$ cat src/rtl/ex_muldiv_pkg.sv
// Shared encodings for the iterative multiply/divide unit: operation codes,
// controller states and the divide-by-zero LO fill.
package ex_muldiv_pkg;

   typedef enum logic [1:0] {
      MD_MULT  = 2'd0,
      MD_MULTU = 2'd1,
      MD_DIV   = 2'd2,
      MD_DIVU  = 2'd3
   } md_op_e;

   typedef enum logic [1:0] {
      MDS_IDLE = 2'd0,
      MDS_CALC = 2'd1,
      MDS_DONE = 2'd2
   } md_state_e;

   // LO on divide-by-zero is this bit replicated across the operand width.
   localparam logic MD_DIV0_LO_BIT = 1'b1;

   function automatic logic md_is_div(md_op_e op);
      return (op == MD_DIV) || (op == MD_DIVU);
   endfunction

   function automatic logic md_is_signed(md_op_e op);
      return (op == MD_MULT) || (op == MD_DIV);
   endfunction

endpackage

$ cat src/rtl/ex_muldiv_if.sv
// Request/result bundle between the EX stage (master) and the mul/div unit (slave).
interface ex_muldiv_if #(
   parameter int unsigned WIDTH = 32
);
   logic             start_i;
   logic [1:0]       mdop_i;
   logic [WIDTH-1:0] regaData;
   logic [WIDTH-1:0] regbData;
   logic             cancel_i;
   logic             stall_o;
   logic             done_o;
   logic             whi;
   logic             wlo;
   logic [WIDTH-1:0] wHiData;
   logic [WIDTH-1:0] wLoData;

   modport master (
      output start_i, mdop_i, regaData, regbData, cancel_i,
      input  stall_o, done_o, whi, wlo, wHiData, wLoData
   );

   modport slave (
      input  start_i, mdop_i, regaData, regbData, cancel_i,
      output stall_o, done_o, whi, wlo, wHiData, wLoData
   );
endinterface

$ cat src/rtl/ex_muldiv_md_negate.sv
// Conditional two's-complement negator, used for operand magnitudes and
// for sign-correcting results.
module md_negate #(
   parameter int unsigned WIDTH = 32
) (
   input  logic             en_i,
   input  logic [WIDTH-1:0] din_i,
   output logic [WIDTH-1:0] dout_o
);
   assign dout_o = en_i ? (WIDTH'(0) - din_i) : din_i;
endmodule

$ cat src/rtl/ex_muldiv.sv
// Iterative radix-2 multiply/divide unit: shift-add multiply and restoring
// divide on magnitudes, one bit per cycle, sign fixed up on the way out.
module ex_muldiv
   import ex_muldiv_pkg::*;
#(
   parameter int unsigned WIDTH = 32
) (
   input logic        clk,
   input logic        rst,
   ex_muldiv_if.slave md
);
   localparam int unsigned CW = $clog2(WIDTH + 1);

   md_state_e          state_q, state_d;
   logic [CW-1:0]      cnt_q, cnt_d;
   logic               is_div_q, is_div_d;
   logic               neg_lo_q, neg_lo_d;  // product / quotient sign
   logic               neg_hi_q, neg_hi_d;  // remainder sign
   logic [WIDTH-1:0]   mcand_q, mcand_d;    // multiplicand or divisor magnitude
   logic [2*WIDTH-1:0] acc_q, acc_d;
   logic [WIDTH:0]     rem_q, rem_d;

   md_op_e           op;
   logic             op_div, op_signed, a_neg, b_neg, accept, div_zero, done;
   logic [WIDTH-1:0] a_mag, b_mag;

   assign op        = md_op_e'(md.mdop_i);
   assign op_div    = md_is_div(op);
   assign op_signed = md_is_signed(op);
   assign a_neg     = op_signed & md.regaData[WIDTH-1];
   assign b_neg     = op_signed & md.regbData[WIDTH-1];
   assign div_zero  = op_div & (md.regbData == '0);
   assign accept    = md.start_i & ~md.cancel_i &
                      ((state_q == MDS_IDLE) || (state_q == MDS_DONE));

   md_negate #(.WIDTH(WIDTH)) u_mag_a (.en_i(a_neg), .din_i(md.regaData), .dout_o(a_mag));
   md_negate #(.WIDTH(WIDTH)) u_mag_b (.en_i(b_neg), .din_i(md.regbData), .dout_o(b_mag));

   // Multiply: acc = {partial high, remaining multiplier bits}.
   // Divide: acc low half shifts dividend bits out and quotient bits in.
   logic [WIDTH:0] mul_sum, div_shift, div_trial;
   assign mul_sum   = {1'b0, acc_q[2*WIDTH-1:WIDTH]} + (acc_q[0] ? {1'b0, mcand_q} : '0);
   assign div_shift = {rem_q[WIDTH-1:0], acc_q[WIDTH-1]};
   assign div_trial = div_shift - {1'b0, mcand_q};

   // Restored remainder is always below the divisor, so its top bit stays clear.
   logic unused_rem_msb;
   assign unused_rem_msb = rem_q[WIDTH];

   always_comb begin
      state_d  = state_q;
      cnt_d    = cnt_q;
      is_div_d = is_div_q;
      neg_lo_d = neg_lo_q;
      neg_hi_d = neg_hi_q;
      mcand_d  = mcand_q;
      acc_d    = acc_q;
      rem_d    = rem_q;

      case (state_q)
         MDS_IDLE: state_d = MDS_IDLE;
         MDS_CALC: begin
            cnt_d = cnt_q - CW'(1);
            if (is_div_q) begin
               rem_d = div_trial[WIDTH] ? div_shift : div_trial;
               acc_d = {acc_q[2*WIDTH-1:WIDTH], acc_q[WIDTH-2:0], ~div_trial[WIDTH]};
            end else begin
               acc_d = {mul_sum, acc_q[WIDTH-1:1]};
            end
            if (cnt_q == CW'(1)) state_d = MDS_DONE;
         end
         MDS_DONE: state_d = MDS_IDLE;
         default:  state_d = MDS_IDLE;
      endcase

      if (accept) begin
         state_d  = MDS_CALC;
         cnt_d    = CW'(WIDTH);
         is_div_d = op_div;
         neg_lo_d = a_neg ^ b_neg;
         neg_hi_d = a_neg & op_div;
         mcand_d  = op_div ? b_mag : a_mag;
         acc_d    = {{WIDTH{1'b0}}, (op_div ? a_mag : b_mag)};
         rem_d    = '0;
         if (div_zero) begin
            state_d  = MDS_DONE;
            neg_lo_d = 1'b0;
            neg_hi_d = 1'b0;
            rem_d    = {1'b0, md.regaData};
            acc_d    = {{WIDTH{1'b0}}, {WIDTH{MD_DIV0_LO_BIT}}};
         end
      end

      if (md.cancel_i) state_d = MDS_IDLE;
   end

   always_ff @(posedge clk) begin
      if (rst) begin
         state_q  <= MDS_IDLE;
         cnt_q    <= '0;
         is_div_q <= 1'b0;
         neg_lo_q <= 1'b0;
         neg_hi_q <= 1'b0;
         mcand_q  <= '0;
         acc_q    <= '0;
         rem_q    <= '0;
      end else begin
         state_q  <= state_d;
         cnt_q    <= cnt_d;
         is_div_q <= is_div_d;
         neg_lo_q <= neg_lo_d;
         neg_hi_q <= neg_hi_d;
         mcand_q  <= mcand_d;
         acc_q    <= acc_d;
         rem_q    <= rem_d;
      end
   end

   logic [2*WIDTH-1:0] prod_fix;
   logic [WIDTH-1:0]   quo_fix, rem_fix;

   md_negate #(.WIDTH(2*WIDTH)) u_fix_prod (.en_i(neg_lo_q), .din_i(acc_q), .dout_o(prod_fix));
   md_negate #(.WIDTH(WIDTH)) u_fix_quo (
      .en_i  (neg_lo_q),
      .din_i (acc_q[WIDTH-1:0]),
      .dout_o(quo_fix)
   );
   md_negate #(.WIDTH(WIDTH)) u_fix_rem (
      .en_i  (neg_hi_q),
      .din_i (rem_q[WIDTH-1:0]),
      .dout_o(rem_fix)
   );

   assign done       = (state_q == MDS_DONE) & ~md.cancel_i;
   assign md.done_o  = done;
   assign md.whi     = done;
   assign md.wlo     = done;
   assign md.wHiData = done ? (is_div_q ? rem_fix : prod_fix[2*WIDTH-1:WIDTH]) : '0;
   assign md.wLoData = done ? (is_div_q ? quo_fix : prod_fix[WIDTH-1:0]) : '0;
   assign md.stall_o = ~md.cancel_i & ((state_q == MDS_CALC) |
                       (md.start_i & ((state_q == MDS_IDLE) | (state_q == MDS_DONE))));

endmodule

$ cat src/flat_wrapper.sv
// flat-port wrapper written by rule: the top's interface ports become plain ports
module ex_muldiv_flat import ex_muldiv_pkg::*;
#(
   parameter int unsigned WIDTH = 32
)
  (clk, rst, md_start_i, md_mdop_i, md_regaData, md_regbData, md_cancel_i, md_stall_o, md_done_o, md_whi, md_wlo, md_wHiData, md_wLoData);
  ex_muldiv_if #(.WIDTH(WIDTH)) md_i ();
  input logic clk;
  input logic rst;
  input wire logic [$bits(md_i.start_i)-1:0] md_start_i;
  input wire logic [$bits(md_i.mdop_i)-1:0] md_mdop_i;
  input wire logic [$bits(md_i.regaData)-1:0] md_regaData;
  input wire logic [$bits(md_i.regbData)-1:0] md_regbData;
  input wire logic [$bits(md_i.cancel_i)-1:0] md_cancel_i;
  output wire logic [$bits(md_i.stall_o)-1:0] md_stall_o;
  output wire logic [$bits(md_i.done_o)-1:0] md_done_o;
  output wire logic [$bits(md_i.whi)-1:0] md_whi;
  output wire logic [$bits(md_i.wlo)-1:0] md_wlo;
  output wire logic [$bits(md_i.wHiData)-1:0] md_wHiData;
  output wire logic [$bits(md_i.wLoData)-1:0] md_wLoData;
  assign md_i.start_i = md_start_i;
  assign md_i.mdop_i = md_mdop_i;
  assign md_i.regaData = md_regaData;
  assign md_i.regbData = md_regbData;
  assign md_i.cancel_i = md_cancel_i;
  assign md_stall_o = md_i.stall_o;
  assign md_done_o = md_i.done_o;
  assign md_whi = md_i.whi;
  assign md_wlo = md_i.wlo;
  assign md_wHiData = md_i.wHiData;
  assign md_wLoData = md_i.wLoData;
  ex_muldiv #(.WIDTH(WIDTH)) u_core (.clk(clk), .rst(rst), .md(md_i));
endmodule
$ cat config.mk
export PLATFORM = sky130hd
export DESIGN_NAME = ex_muldiv_flat
export DESIGN_NICKNAME = d
export VERILOG_FILES = /design/src/rtl/ex_muldiv_pkg.sv /design/src/rtl/ex_muldiv_if.sv /design/src/rtl/ex_muldiv_md_negate.sv /design/src/rtl/ex_muldiv.sv /design/src/flat_wrapper.sv
export SDC_FILE = /design/constraint.sdc
export NUM_CORES = 1
export LEC_CHECK = 0
export ABC_AREA = 1
export BUFFER_PORTS_ARGS = -buffer_cell sky130_fd_sc_hd__buf_2
export CORE_ASPECT_RATIO = 0.6
export CORE_MARGIN = 4
export CORE_UTILIZATION = 24
export CTS_CLUSTER_DIAMETER = 200
export CTS_CLUSTER_SIZE = 10
export DETAILED_ROUTE_END_ITERATION = 8
export SYNTH_ARGS = -nofsm -noshare
export SYNTH_HDL_FRONTEND = slang
export SYNTH_SLANG_ARGS = --single-unit
$ cat constraint.sdc
create_clock -name clk -period 3.7 [get_ports clk]
set_input_delay 0.185 -clock clk [delete_from_list [all_inputs] [get_ports clk]]
set_output_delay 0.185 -clock clk [all_outputs]
set_load 0.01 [all_outputs]
==> key figures <==
Route
  • Wire per inst: approximately 21 µm
  • Drt first pass iters: 6
  • Via-to-Cell Ratio: 5.19
  • Initial DRC Count: 3742
  • Via count: about 22000
  • DRC: 0
  • Antenna viol nets, final: 0
  • WL final: around 90000 µm

Synthesis
  • Synth warn: 0
  • Post-synth ARST share: 0%
  • Mapped cell area: roughly 0.017 mm²
  • Synth area leader: nand2_1
  • XOR/XNOR Fraction of Synth Area: 3.30%
  • Post-synthesis cell type count: 53
  • Combinational family with the most area after synthesis: simple AND/OR/NAND/NOR gates
  • Synth Area in Compound Gates: 18.4%
  • Avg Inst Size Synth: around 5.4 µm²
  • Seq/Total Area, Yosys: between 15 and 20%
  • Post-Syn Nets: 3328
  • Post-synth top area share: 18.8%
  • Synth Flop Type: dfxtp_1
  • Register bit count reported by yosys: 139
  • Simple-Gate Fraction of Synth Area: 43.6%
  • Post-synth EDFFs: 0
  • Post-synthesis mux area share: 0%
  • Post-Synth Adder-Cell Area: ~5.3%
  • Mapped Cells: 3186
  • Top cells by area, synth: nand2_1 19%, dfxtp_1 16%, inv_1 9.8%

Global route
  • Vias in the first global route: 18829
  • Grt ovf: 0
  • GR Util All Layers: 21.9%
  • First-pass GRT wire length: 127000 µm
  • Largest net degree at the start of global routing: between 50 and 60
  • Initial antenna violation count: 9

Critical path
  • Reg2Reg Setup Slack: about 0.45 ns
  • Data arrival time of the worst path: about 3.3 ns
  • Worst setup endpoint: md_wHiData[31]
  • FF-to-FF Start: u_core.acc_q[31]
  • Crit path launch: u_core.rem_q[2]
  • Critical path class: register to output port
  • R2R depth: 17
  • CP startpoint kind: register
  • Reg-to-Reg End: u_core.rem_q[21]
  • CP required: 3.51 ns
  • Crit Path Max Fanout: 5
  • Worst Setup End Kind: output port

Pwr
  • Lkg Pwr: 0.00992 µW
  • Worst vdd ir: around 0.28 mV
  • Sw power: 3100 µW
  • Sequential power share: 25.1%
  • Clock Power Share: 31.0%
  • PwrDens: 351 mW/mm²
  • Gate power share: 43.9%
  • Internal Power: 3830 µW
  • Sw Ratio: 44.8%

Die
  • Initial Utilization: roughly 24%
  • Total Die Area: 0.0763 mm²
  • Row count: 75
  • Core area: just over 0.07 mm²
  • Die width: 354 µm
  • Num ports: 138
  • Die height: 216 µm

Cells and area
  • Share of layout cells above drive strength 1: 9.36%
  • Post-route cell area: 0.0197 mm²
  • P&R area growth vs syn: 14.6%
  • Post-layout nets: 3426
  • # diodes: 0

STA
  • Final period util: 95.3%
  • # setup viols final: 0
  • Worst Clk Skew: 0.0235 ns
  • RSZ-0062 raised after global routing: no
  • Worst-margin pin slew: ~1.1 ns
  • Pins Over Slew Limit: 0
  • Setup TNS: 0 ns
  • Final min period: about 3.5 ns
  • Final hold viol count: 0
  • F_max: 284 MHz
  • Slew margin rel.: 23.0%

Clocking
  • Post-CTS resize count: 0
  • Reg clk slew, reported paths: 0.07 ns
  • TritonCTS Sinks: 139
  • CTS max path bufs: 3
  • Hold Buf Count CTS: 2
  • TritonCTS Buffers: 25
  • CTS tree: yes
  • Setup Fix Bufs, Post-CTS: 0
  • Clock Latency Late Sink: roughly 0.5 ns
  • Root Driver: clkbuf_16
  • H-tree depth: 4

Place
  • Port bufs: between 100 and 150
  • Dpl cell area: 0.0190 mm²
  • Routability Congestion: ~1.1
  • HPWL after detailed placement: 72500 µm

Outcome
  • Status: completed

Min path
  • HP Class: primary input to register

Job
  • Max_cap viols: 0
synthesized netlist by cell type (13+ instances only):
| library cell | number |
|---|---|
| nand2_1 | 865 |
| inv_1 | 449 |
| nor2_1 | 439 |
| o21ai_0 | 224 |
| nand3_1 | 223 |
| a21oi_1 | 208 |
| dfxtp_1 | 139 |
| clkbuf_1 | 80 |
| ha_1 | 70 |
| nand4_1 | 69 |
| nor3_1 | 61 |
| xor2_1 | 54 |
| buf_2 | 23 |
| a221oi_1 | 22 |
| a31oi_1 | 18 |
| nand3b_1 | 17 |
| o211ai_1 | 16 |
| or2_2 | 16 |
| nand3_2 | 15 |
| nor2_2 | 13 |
per-layer routing:
metal | up-vias | GRT usage [%] | wire, µm
met2 | 1394 | 26.9 | 30600
met1 | 10093 | 35.5 | 42200
met5 | - | 0 | 13
met3 | 71 | 8.07 | 14000
li1 | 10513 | - | -
met4 | 2 | 2.86 | 1060
per-stage QoR:
stage	total power, µW	worst slack (ns)	std cells	utilization (%)	hold slack (ns)
detailed placement	4670	0.573	4217	27.0	0.470
floorplan	3780	1.05	3186	-	0.355
global route	7290	0.00432	4252	28.0	0.0964
global placement	4670	0.637	4217	27.0	0.464
CTS	6800	0.271	4252	28.0	0.0637
finish	6930	0.175	4252	28.0	0.0998
worst min path at each step:
stage | start | end | cells after the start
6_report | md_regaData[0] | u_core.mcand_q[0] | 3
3_5_place_dp | u_core.cnt_q[3] | u_core.cnt_q[3] | 2
4_1_cts | md_regaData[0] | u_core.mcand_q[0] | 3
3_3_place_gp | u_core.cnt_q[3] | u_core.cnt_q[3] | 2
5_1_grt | md_regaData[0] | u_core.mcand_q[0] | 3
2_1_floorplan | rst | u_core.state_q[0] | 2
layout make-up:
class	instances	area (µm²)
Sequential cell	139	2780
Multi-Input combinational cell	2462	12200
Clock inverter	1	30.0
Fill cell	8119	50700
Tap cell	962	1200
Inverter	467	1750
Clock buffer	32	692
Timing Repair Buffer	189	1090
critical path, cell delays in order, from the launching register on:
cell and delay (ns):
dfxtp_1 0.35, inv_1 0.18, nand3_1 0.13, nor3_1 0.56, nand3_1 0.31, nor2_1 0.20, nand2_1 0.10, nand2_1 0.17
nand3_1 0.10, nand2_1 0.07, o21ai_0 0.13, nor2_1 0.33, buf_2 0.21
placed cells by master (no fill, tap or decap), types with 25 or more instances in the layout:
cell	count
o21ai_0	224
nand2_1	865
buf_4	49
xor2_1	54
nand4_1	69
inv_1	447
nor3_1	61
nand3_1	223
buf_2	137
ha_1	70
a21oi_1	208
dfxtp_1	138
nor2_1	433
clkbuf_16	25
state kept, by name, indices dropped and copies added, names as in the netlist:
signal and count:
u_core.neg_hi_q 1, u_core.cnt_q 6, u_core.is_div_q 1, u_core.state_q 2, u_core.mcand_q 32, u_core.rem_q 32
u_core.neg_lo_q 1, u_core.acc_q 64
logic make-up after synthesis:
family / count (synthesis)
XOR/XNOR: 65
flip-flops: 139
AND/OR/NAND/NOR: 1757
adder cells (fa/ha/maj): 72
AO/OA/AOI/OAI: 568
buffers and inverters: 585
power groups by stage:
stage | sequential [µW] | combinational, µW | clock (µW)
after CTS | 1730 | 2920 | 2140
after floorplan | 1680 | 2100 | 0
final | 1740 | 3050 | 2150
after global routing | 1750 | 3330 | 2210
after global placement | 1760 | 2910 | 0
after detailed placement | 1760 | 2900 | 0
Note: power is estimated with default switching activity, not from simulation.
